`config.mk`:
```
export PLATFORM = sky130hd
export DESIGN_NAME = seven_seg_scan_ctrl
export DESIGN_NICKNAME = d
export VERILOG_FILES = /design/src/rtl/seven_seg_scan_ctrl.sv
export SDC_FILE = /design/constraint.sdc
export NUM_CORES = 1
export LEC_CHECK = 0
export BUFFER_PORTS_ARGS = -buffer_cell sky130_fd_sc_hd__buf_2
export CORE_MARGIN = 10
export CORE_UTILIZATION = 50
export DETAILED_ROUTE_END_ITERATION = 7
export HOLD_SLACK_MARGIN = 0.1
export PLACE_DENSITY = 0.67
export SKIP_LAST_GASP = 1
export SYNTH_ARGS = -nofsm -noshare
export SYNTH_HDL_FRONTEND = slang
export SYNTH_SLANG_ARGS = --single-unit
```
`constraint.sdc`:
```
create_clock -name clk -period 4 [get_ports clk]
set_input_delay 0.8 -clock clk [delete_from_list [all_inputs] [get_ports clk]]
set_output_delay 0.8 -clock clk [all_outputs]
set_load 0.005 [all_outputs]
```
`src/rtl/seven_seg_scan_ctrl.sv`:
```
// seven_seg_scan_ctrl: 4-digit multiplexed seven-segment scan controller with frame-synchronous double-buffered load.
//   clk         in   system clock, rising edge
//   reset       in   asynchronous active-high reset
//   enable      in   1 = scanning runs, 0 = display dark and scan held at digit 0
//   digit_mask  in   [3:0] per-digit lit enable, bit i drives anode[i]
//   load_data   in   [15:0] display value, digit i = load_data[4i+3:4i]
//   load_valid  in   load request
//   load_ready  out  pending buffer empty, a load is accepted this cycle
//   anode       out  [3:0] active-low digit select
//   seg         out  [6:0] active-low cathodes {g,f,e,d,c,b,a}
//   digit_sel   out  [1:0] index of the digit currently driven
//   frame_done  out  one-cycle pulse after each frame boundary
// Optional macro SEG_GHOST_BLANK_EN: blank all anodes for the first BLANK_CYCLES cycles of each slot.
module seven_seg_scan_ctrl #(
   parameter int PRESCALE     = 100000,
   parameter int BLANK_CYCLES = 16
) (
   input  logic        clk,
   input  logic        reset,
   input  logic        enable,
   input  logic [3:0]  digit_mask,
   input  logic [15:0] load_data,
   input  logic        load_valid,
   output logic        load_ready,
   output logic [3:0]  anode,
   output logic [6:0]  seg,
   output logic [1:0]  digit_sel,
   output logic        frame_done
);
   localparam int CW = $clog2(PRESCALE);
   localparam logic [CW-1:0] CNT_LAST  = CW'(PRESCALE - 1);
   localparam logic [CW-1:0] CNT_BLANK = CW'(BLANK_CYCLES);
`ifdef SEG_GHOST_BLANK_EN
   localparam bit BLANK_EN = 1'b1;
`else
   localparam bit BLANK_EN = 1'b0;
`endif
   typedef enum logic [1:0] {D0, D1, D2, D3} scan_t;
   scan_t idx_q, idx_d;
   logic [CW-1:0] cnt_q, cnt_d;
   logic [15:0] active_q, active_d, shadow_q, shadow_d;
   logic pending_q, pending_d;
   logic [3:0] anode_q, anode_d;
   logic [6:0] seg_q, seg_d;
   logic [1:0] digit_sel_q, digit_sel_d;
   logic frame_done_q, frame_done_d;
   logic tick, boundary, xfer, accept, blank;
   function automatic logic [6:0] hex7(input logic [3:0] n);
      case (n)
         4'h0: hex7 = 7'b1000000;
         4'h1: hex7 = 7'b1111001;
         4'h2: hex7 = 7'b0100100;
         4'h3: hex7 = 7'b0110000;
         4'h4: hex7 = 7'b0011001;
         4'h5: hex7 = 7'b0010010;
         4'h6: hex7 = 7'b0000010;
         4'h7: hex7 = 7'b1111000;
         4'h8: hex7 = 7'b0000000;
         4'h9: hex7 = 7'b0010000;
         4'hA: hex7 = 7'b0001000;
         4'hB: hex7 = 7'b0000011;
         4'hC: hex7 = 7'b1000110;
         4'hD: hex7 = 7'b0100001;
         4'hE: hex7 = 7'b0000110;
         default: hex7 = 7'b0001110;
      endcase
   endfunction
   always_comb begin
      tick = enable && (cnt_q == CNT_LAST);
      boundary = tick && (idx_q == D3);
      // while disabled there is no frame in progress, so a pending value may land at once
      xfer = pending_q && (boundary || !enable);
      accept = load_valid && !pending_q;
      cnt_d = (enable && !tick) ? cnt_q + 1'b1 : '0;
      idx_d = !enable ? D0 : tick ? scan_t'(idx_q + 2'd1) : idx_q;
      active_d = xfer ? shadow_q : active_q;
      shadow_d = accept ? load_data : shadow_q;
      pending_d = accept || (pending_q && !xfer);
      blank = BLANK_EN && (cnt_d < CNT_BLANK);
      // outputs follow next-state values so digit and data switch on the same edge as idx
      anode_d = (enable && !blank) ? ~(digit_mask & (4'b0001 << idx_d)) : 4'hF;
      seg_d = enable ? hex7(active_d[{idx_d, 2'b00} +: 4]) : 7'h7F;
      digit_sel_d = idx_d;
      frame_done_d = boundary;
   end
   always_ff @(posedge clk or posedge reset) begin
      if (reset) begin
         cnt_q <= '0;
         idx_q <= D0;
         active_q <= '0;
         shadow_q <= '0;
         pending_q <= 1'b0;
         anode_q <= 4'hF;
         seg_q <= 7'h7F;
         digit_sel_q <= '0;
         frame_done_q <= 1'b0;
      end else begin
         cnt_q <= cnt_d;
         idx_q <= idx_d;
         active_q <= active_d;
         shadow_q <= shadow_d;
         pending_q <= pending_d;
         anode_q <= anode_d;
         seg_q <= seg_d;
         digit_sel_q <= digit_sel_d;
         frame_done_q <= frame_done_d;
      end
   end
   assign load_ready = ~pending_q;
   assign anode = anode_q;
   assign seg = seg_q;
   assign digit_sel = digit_sel_q;
   assign frame_done = frame_done_q;
endmodule

```
# [Yosys cells after proc, flatten, opt, wreduce, memory -nomap -nowiden]
# Memory sizes are Yosys's and may differ from the RTL's.
# Index checks and enable logic that the tools add are counted.
[word_totals] mem_bits_rw=0 input_bits=24 mem_count=1 register_bits=64 mem_bits_ro=112 latchBits=0
[mem_list] memory="(no name shown)" words=16 width=7 read_ports=1 rd_ports_with_merged_regs=0 wr=0 line_no="49" text="case (n)"
[op_classes] div_mod_pow=0 order_cmp=0 n_addsub=2 n_mux=6 reduce_logical=12 bitwise_logic=3 eq_ne=2 shift=2 mul=0
[ops] cell="17-bit by 1-bit adder with 17-bit output (second input constant)" n=1
[ops] cell="17-bit equality test (second input constant)" n=1
[ops] cell="17-bit 2-to-1 mux" n=1
[ops] cell="16-bit 2-to-1 mux" n=1
[ops] cell="16-bit by 5-bit indexed part select with 4-bit output" n=1
[ops] cell="7-bit 2-to-1 mux" n=1
[ops] cell="1-bit logical AND" n=6
[ops] cell="4-bit bitwise AND" n=1
[ops] cell="1-bit zero test" n=4
[ops] cell="2-bit 2-to-1 mux" n=2
[ops] cell="4-bit 2-to-1 mux" n=1
[ops] cell="4-bit inverter" n=1
[ops] cell="1-bit by 2-bit left shift with 4-bit output (first input constant)" n=1
[ops] cell="2-bit by 1-bit adder with 2-bit output (second input constant)" n=1
[ops] cell="2-bit equality test (second input constant)" n=1
[ops] cell="1-bit logical OR" n=2
[ops] cell="1-bit inverter" n=1

# [Logic depth before layout (Yosys ltp)]
# An unclocked memory read counts as a cell.
[depth] depth_word=9 mapped_depth=13 depth_no_buf=12

# [Worst setup path before layout]
# No wires, ideal clock.
[synth_timing] path_type="input port to flip-flop" from="input enable" to="register seg_q[4] (netlist: seg[4])" required_time_ns=3.918 path_buffers=1 setup_slack_ns=0.692 stages=12 t_arrival_ns=3.226 path_cell_list="inv_1 nand2_1 o21ai_0 buf_2 mux2_2 mux2_2 mux2i_1 inv_1 ha_1 inv_1 mux2i_1 a211o_1"
[synth_between] elab_chain_len=8 elab_cells_between_ends=11 classes_between="shift: 1; mux: 4; reduce/logical: 5; memory: 1"
[synth_rtl] item="start: declaration" line_no="20" text="input logic enable,"
[synth_rtl] item="1-bit logical AND" line_no="69" text="tick = enable && (cnt_q == CNT_LAST);"
[synth_rtl] item="1-bit logical AND" line_no="70" text="boundary = tick && (idx_q == D3);"
[synth_rtl] item="1-bit logical OR *" line_no="72" text="xfer = pending_q && (boundary || !enable);"
[synth_rtl] item="1-bit logical AND *" line_no="72"
[synth_rtl] item="16-bit 2-to-1 mux *" line_no="76" text="active_d = xfer ? shadow_q : active_q;"
[synth_rtl] item="via active_d[0]" line_no="41" text="logic [15:0] active_q, active_d, shadow_q, shadow_d;"
[synth_rtl] item="16-bit by 5-bit indexed part select with 4-bit output *" line_no="82" text="seg_d = enable ? hex7(active_d[{idx_d, 2'b00} +: 4]) : 7'h7F;"
[synth_rtl] item="memory read 16 x 7 bit *"
[synth_rtl] item="7-bit 2-to-1 mux *" line_no="82"
[synth_rtl] item="via seg_d[4]" line_no="44" text="logic [6:0] seg_q, seg_d;"
[synth_rtl] item="end signal: assignment" line_no="104" text="seg_q <= seg_d;"
[synth_rtl] item="end: declaration" line_no="44"
# Mark *: on every way through the listed nets, which the timed path passes. The rest lies on a longest branch.
# A chain may end at the register's enable or synchronous reset.

# [Worst setup path in the final report]
[layout_timing] from="register cnt_q[15]" to="register seg_q[3] (netlist: seg[3])"
[layout_between] elab_chain_len=9 elab_cells_between_ends=11 classes_between="eq/ne: 1; shift: 1; mux: 4; reduce/logical: 4; memory: 1"
[layout_rtl] item="start: declaration" line_no="40" text="logic [CW-1:0] cnt_q, cnt_d;"
[layout_rtl] item="start signal: assignment" line_no="98" text="cnt_q <= cnt_d;"
[layout_rtl] item="17-bit equality test" line_no="69"
[layout_rtl] item="1-bit logical AND" line_no="69"
[layout_rtl] item="1-bit logical AND" line_no="70"
[layout_rtl] item="1-bit logical OR" line_no="72"
[layout_rtl] item="1-bit logical AND" line_no="72"
[layout_rtl] item="16-bit 2-to-1 mux" line_no="76"
[layout_rtl] item="via active_d[13]" line_no="41"
[layout_rtl] item="16-bit by 5-bit indexed part select with 4-bit output" line_no="82"
[layout_rtl] item="memory read 16 x 7 bit"
[layout_rtl] item="7-bit 2-to-1 mux" line_no="82"
[layout_rtl] item="via seg_d[3]" line_no="44"
# The timed path passes the listed nets, and every way through them passes these cells.

==> flow_summary.json <==
{
  "required_ns": 4.25,
  "drive_above_1_share": 0.386,
  "viasPerCell": 5.50,
  "ff2ff_setup_slack_ns": 0.39,
  "syn-num-nets": 280,
  "p_clk_frac": 0.281,
  "start_util": 0.519,
  "worstSetupStartpoint": "cnt_q[15]",
  "p_switching_uw": 531,
  "crit_arrival_ns": 3.86,
  "period_minus_slack_ns": 3.61,
  "final_cell_mix": "dfrtp_1, buf_2, mux2_2",
  "r2r-end": "seg[3]",
  "ant_nets": 0,
  "ys_warn_count": 0,
  "syn_to_final_growth_pct": 14.4,
  "num_vias": 2053,
  "clk_root_buffer_cell": "clkbuf_8",
  "postCtsSetupRepairBufs": 0,
  "r2r_cells": 11,
  "grt_util_all_layers": 0.140,
  "syn_avg_cell_area_sq_um": 12.5,
  "critical_path_class": "reg2reg",
  "tightest_slew_ns": 0.910,
  "cts_num_sinks": 64,
  "worstPathMaxFanout": 15,
  "fmax_ghz": 0.277,
  "post-synth-top-area-fraction": 0.429,
  "setup_violations": 0,
  "power_mw": 1.83,
  "post-route-period-util": 0.902,
  "fin_area_sq_um": 3530,
  "grt_pass1_vias": 2162,
  "layout_commonest_cell": "dfrtp_1",
  "cellInternalPower_mw": 1.30,
  "worst_skew_pair.late_latency_ns": 0.33,
  "nets": 325,
  "sw_frac_of_total": 0.290,
  "grt-ovfl-total": 0,
  "postCtsResizedCells": 0,
  "cts_buffers": 9,
  "portBuffers": 38,
  "wire_per_inst_um": 17.6,
  "wirelength_mm": 6.55,
  "report.final.slew_viol_count": 0,
  "netlist_area_sq_um": 3090,
  "grt_antenna_before_repair": 0,
  "dp_hpwl_mm": 4.66,
  "cts_buffer_depth": 2,
  "ys_seq_area_frac": 0.523,
  "drt-initial-drc-count": 84,
  "r2r-start": "cnt_q[15]",
  "grt_first_pass_wirelength_mm": 11.1,
  "diodes": 0,
  "synth_area_leaders": "dfrtp_1, mux2_2, dfstp_2",
  "rsz0062_at_grt": "false",
  "synth_largest_area_cell": "dfrtp_1",
  "outcome": "complete, no violations",
  "clock_skew_ns": 0.00555,
  "gp_routability_congestion": 0.845,
  "fill_cells": 510,
  "leakage_nw": 1.62,
  "syn_inst": 248,
  "pin_count": 39,
  "hold_class": "reg2reg",
  "synth-seq-cells": 64,
  "hold_violations": 0,
  "grt_max_degree": 44,
  "synth_cell_type_count": 56,
  "path_clk_slew_ns": 0.07,
  "dpl_cell_area_sq_um": 3350,
  "ctsHoldBuffers": 0,
  "finalSetupTns_ns": 0,
  "firstDrtPassIters": 4,
  "power_frac_comb": 0.254,
  "rows": 28,
  "seq_power_share": 0.465,
  "maxCapViolations": 0,
  "crit_path_start_kind": "flip-flop",
  "peakVddDrop_mv": 0.347,
  "die_w_um": 98.6,
  "core_sq_um": 5960,
  "die_y_um": 98.6,
  "endpoint": "seg[3]",
  "max_slew_margin": 0.392,
  "htreeDepth": 3,
  "powerDensity_nw_per_um2": 518,
  "cp-end-kind": "flip-flop",
  "cts_tree": "done",
  "dieArea_sq_um": 9720,
  "post-route-drc-count": 0
}
-- worst min-delay path by stage --
stage | slack, ns | start | cells past startpoint | to
after floorplan | 0.45 | cnt_q[0] | 1 | cnt_q[0]
after global placement | 0.47 | cnt_q[0] | 1 | cnt_q[0]
after global routing | 0.51 | cnt_q[0] | 1 | cnt_q[0]
final | 0.48 | cnt_q[0] | 1 | cnt_q[0]
after detailed placement | 0.48 | cnt_q[0] | 1 | cnt_q[0]
after CTS | 0.49 | cnt_q[0] | 1 | cnt_q[0]
-- metal layers --
metal | vias to the layer above | global-route usage | part of all wire
met5 | - | 0 | 0
met4 | 0 | 0.0595 | 0.014
met3 | 9 | 0.0335 | 0.043
met2 | 50 | 0.208 | 0.46
met1 | 1004 | 0.189 | 0.48
li1 | 990 | - | -
-- through the flow --
| step | worst slack [ns] | util | cells | hold WS (ns) |
|---|---|---|---|---|
| 2_1_floorplan | 0.692 | - | 248 | 0.448 |
| 3_5_place_dp | 0.331 | 0.562 | 357 | 0.480 |
| 5_1_grt | 0.0616 | 0.593 | 373 | 0.515 |
| 3_3_place_gp | 0.474 | 0.562 | 357 | 0.471 |
| 4_1_cts | 0.448 | 0.593 | 373 | 0.489 |
| 6_report | 0.391 | 0.593 | 373 | 0.483 |
-- power groups by stage --
stage / registers [mW] / clock network, mW / logic [mW]
floorplan: 0.845 / 0 / 0.362
global placement: 0.862 / 0 / 0.456
detailed placement: 0.861 / 0 / 0.470
CTS: 0.853 / 0.523 / 0.471
global route: 0.867 / 0.549 / 0.518
finish: 0.851 / 0.515 / 0.465
-- sequential cells by signal, summed over array words and instances (netlist names) --
register	count
anode	4
frame_done	1
pending_q	1
digit_sel	2
active_q	16
cnt_q	17
shadow_q	16
seg	7
-- worst max-delay path, stage by stage, from the launching register on --
cell and delay [ns]:
dfrtp_1 0.44, nor4bb_1 0.50, nand4_1 0.18, o21ai_1 0.53, buf_4 0.33, mux2_2 0.37, o211ai_1 0.16, o21a_1 0.27
ha_1 0.29, inv_1 0.08, mux2i_1 0.14, a2bb2oi_1 0.22
-- cell type report --
type | count | area [sq um] | share of cell area
flip-flops and latches | 64 | 1620 | 0.457
multi-input cells | 168 | 1390 | 0.392
well taps | 75 | 93.8 | 0.0266
clock buffers | 13 | 169 | 0.0478
repair buffers | 42 | 220 | 0.0623
clock inverters | 3 | 15.0 | 0.00425
inverters | 8 | 35.0 | 0.00992
-- cell families (layout without fill, tap and decap cells) --
group	after synthesis	count (layout)	synth area share
buffers and inverters	16	66	0.0288
muxes	40	40	0.143
AOI/OAI and AO/OA	30	30	0.0834
and+or+nand+nor	76	76	0.150
xor gates and xnor gates	14	14	0.0397
adders and majority gates	8	8	0.0324
DFF	64	64	0.523
-- cells in the mapped netlist (all sizes together) --
cell type and count:
nor4b 1, a21oi 1, nand2b 1, o211ai 1, nor4bb 2, clkbuf 4
a211o 1, dfrtp 53, or3 1, and2 5, a22o 5, ha 8
o21ai 4, inv 8, nor4 3, o311ai 1, or4b 1, and3 5
a2bb2oi 1, xor2 12, o211a 4, nor2b 1, nand2 12, nor2 22
a221o 5, nand4 7, a31o 1, mux2 30, a31oi 2, o221ai 1
xnor2 2, mux2i 10, o31a 1, and4 1, o21a 1, nand4bb 2
nor3 1, nand3 11, dfstp 11, a22oi 1, buf 4
Power figures use the tool's default switching activity.
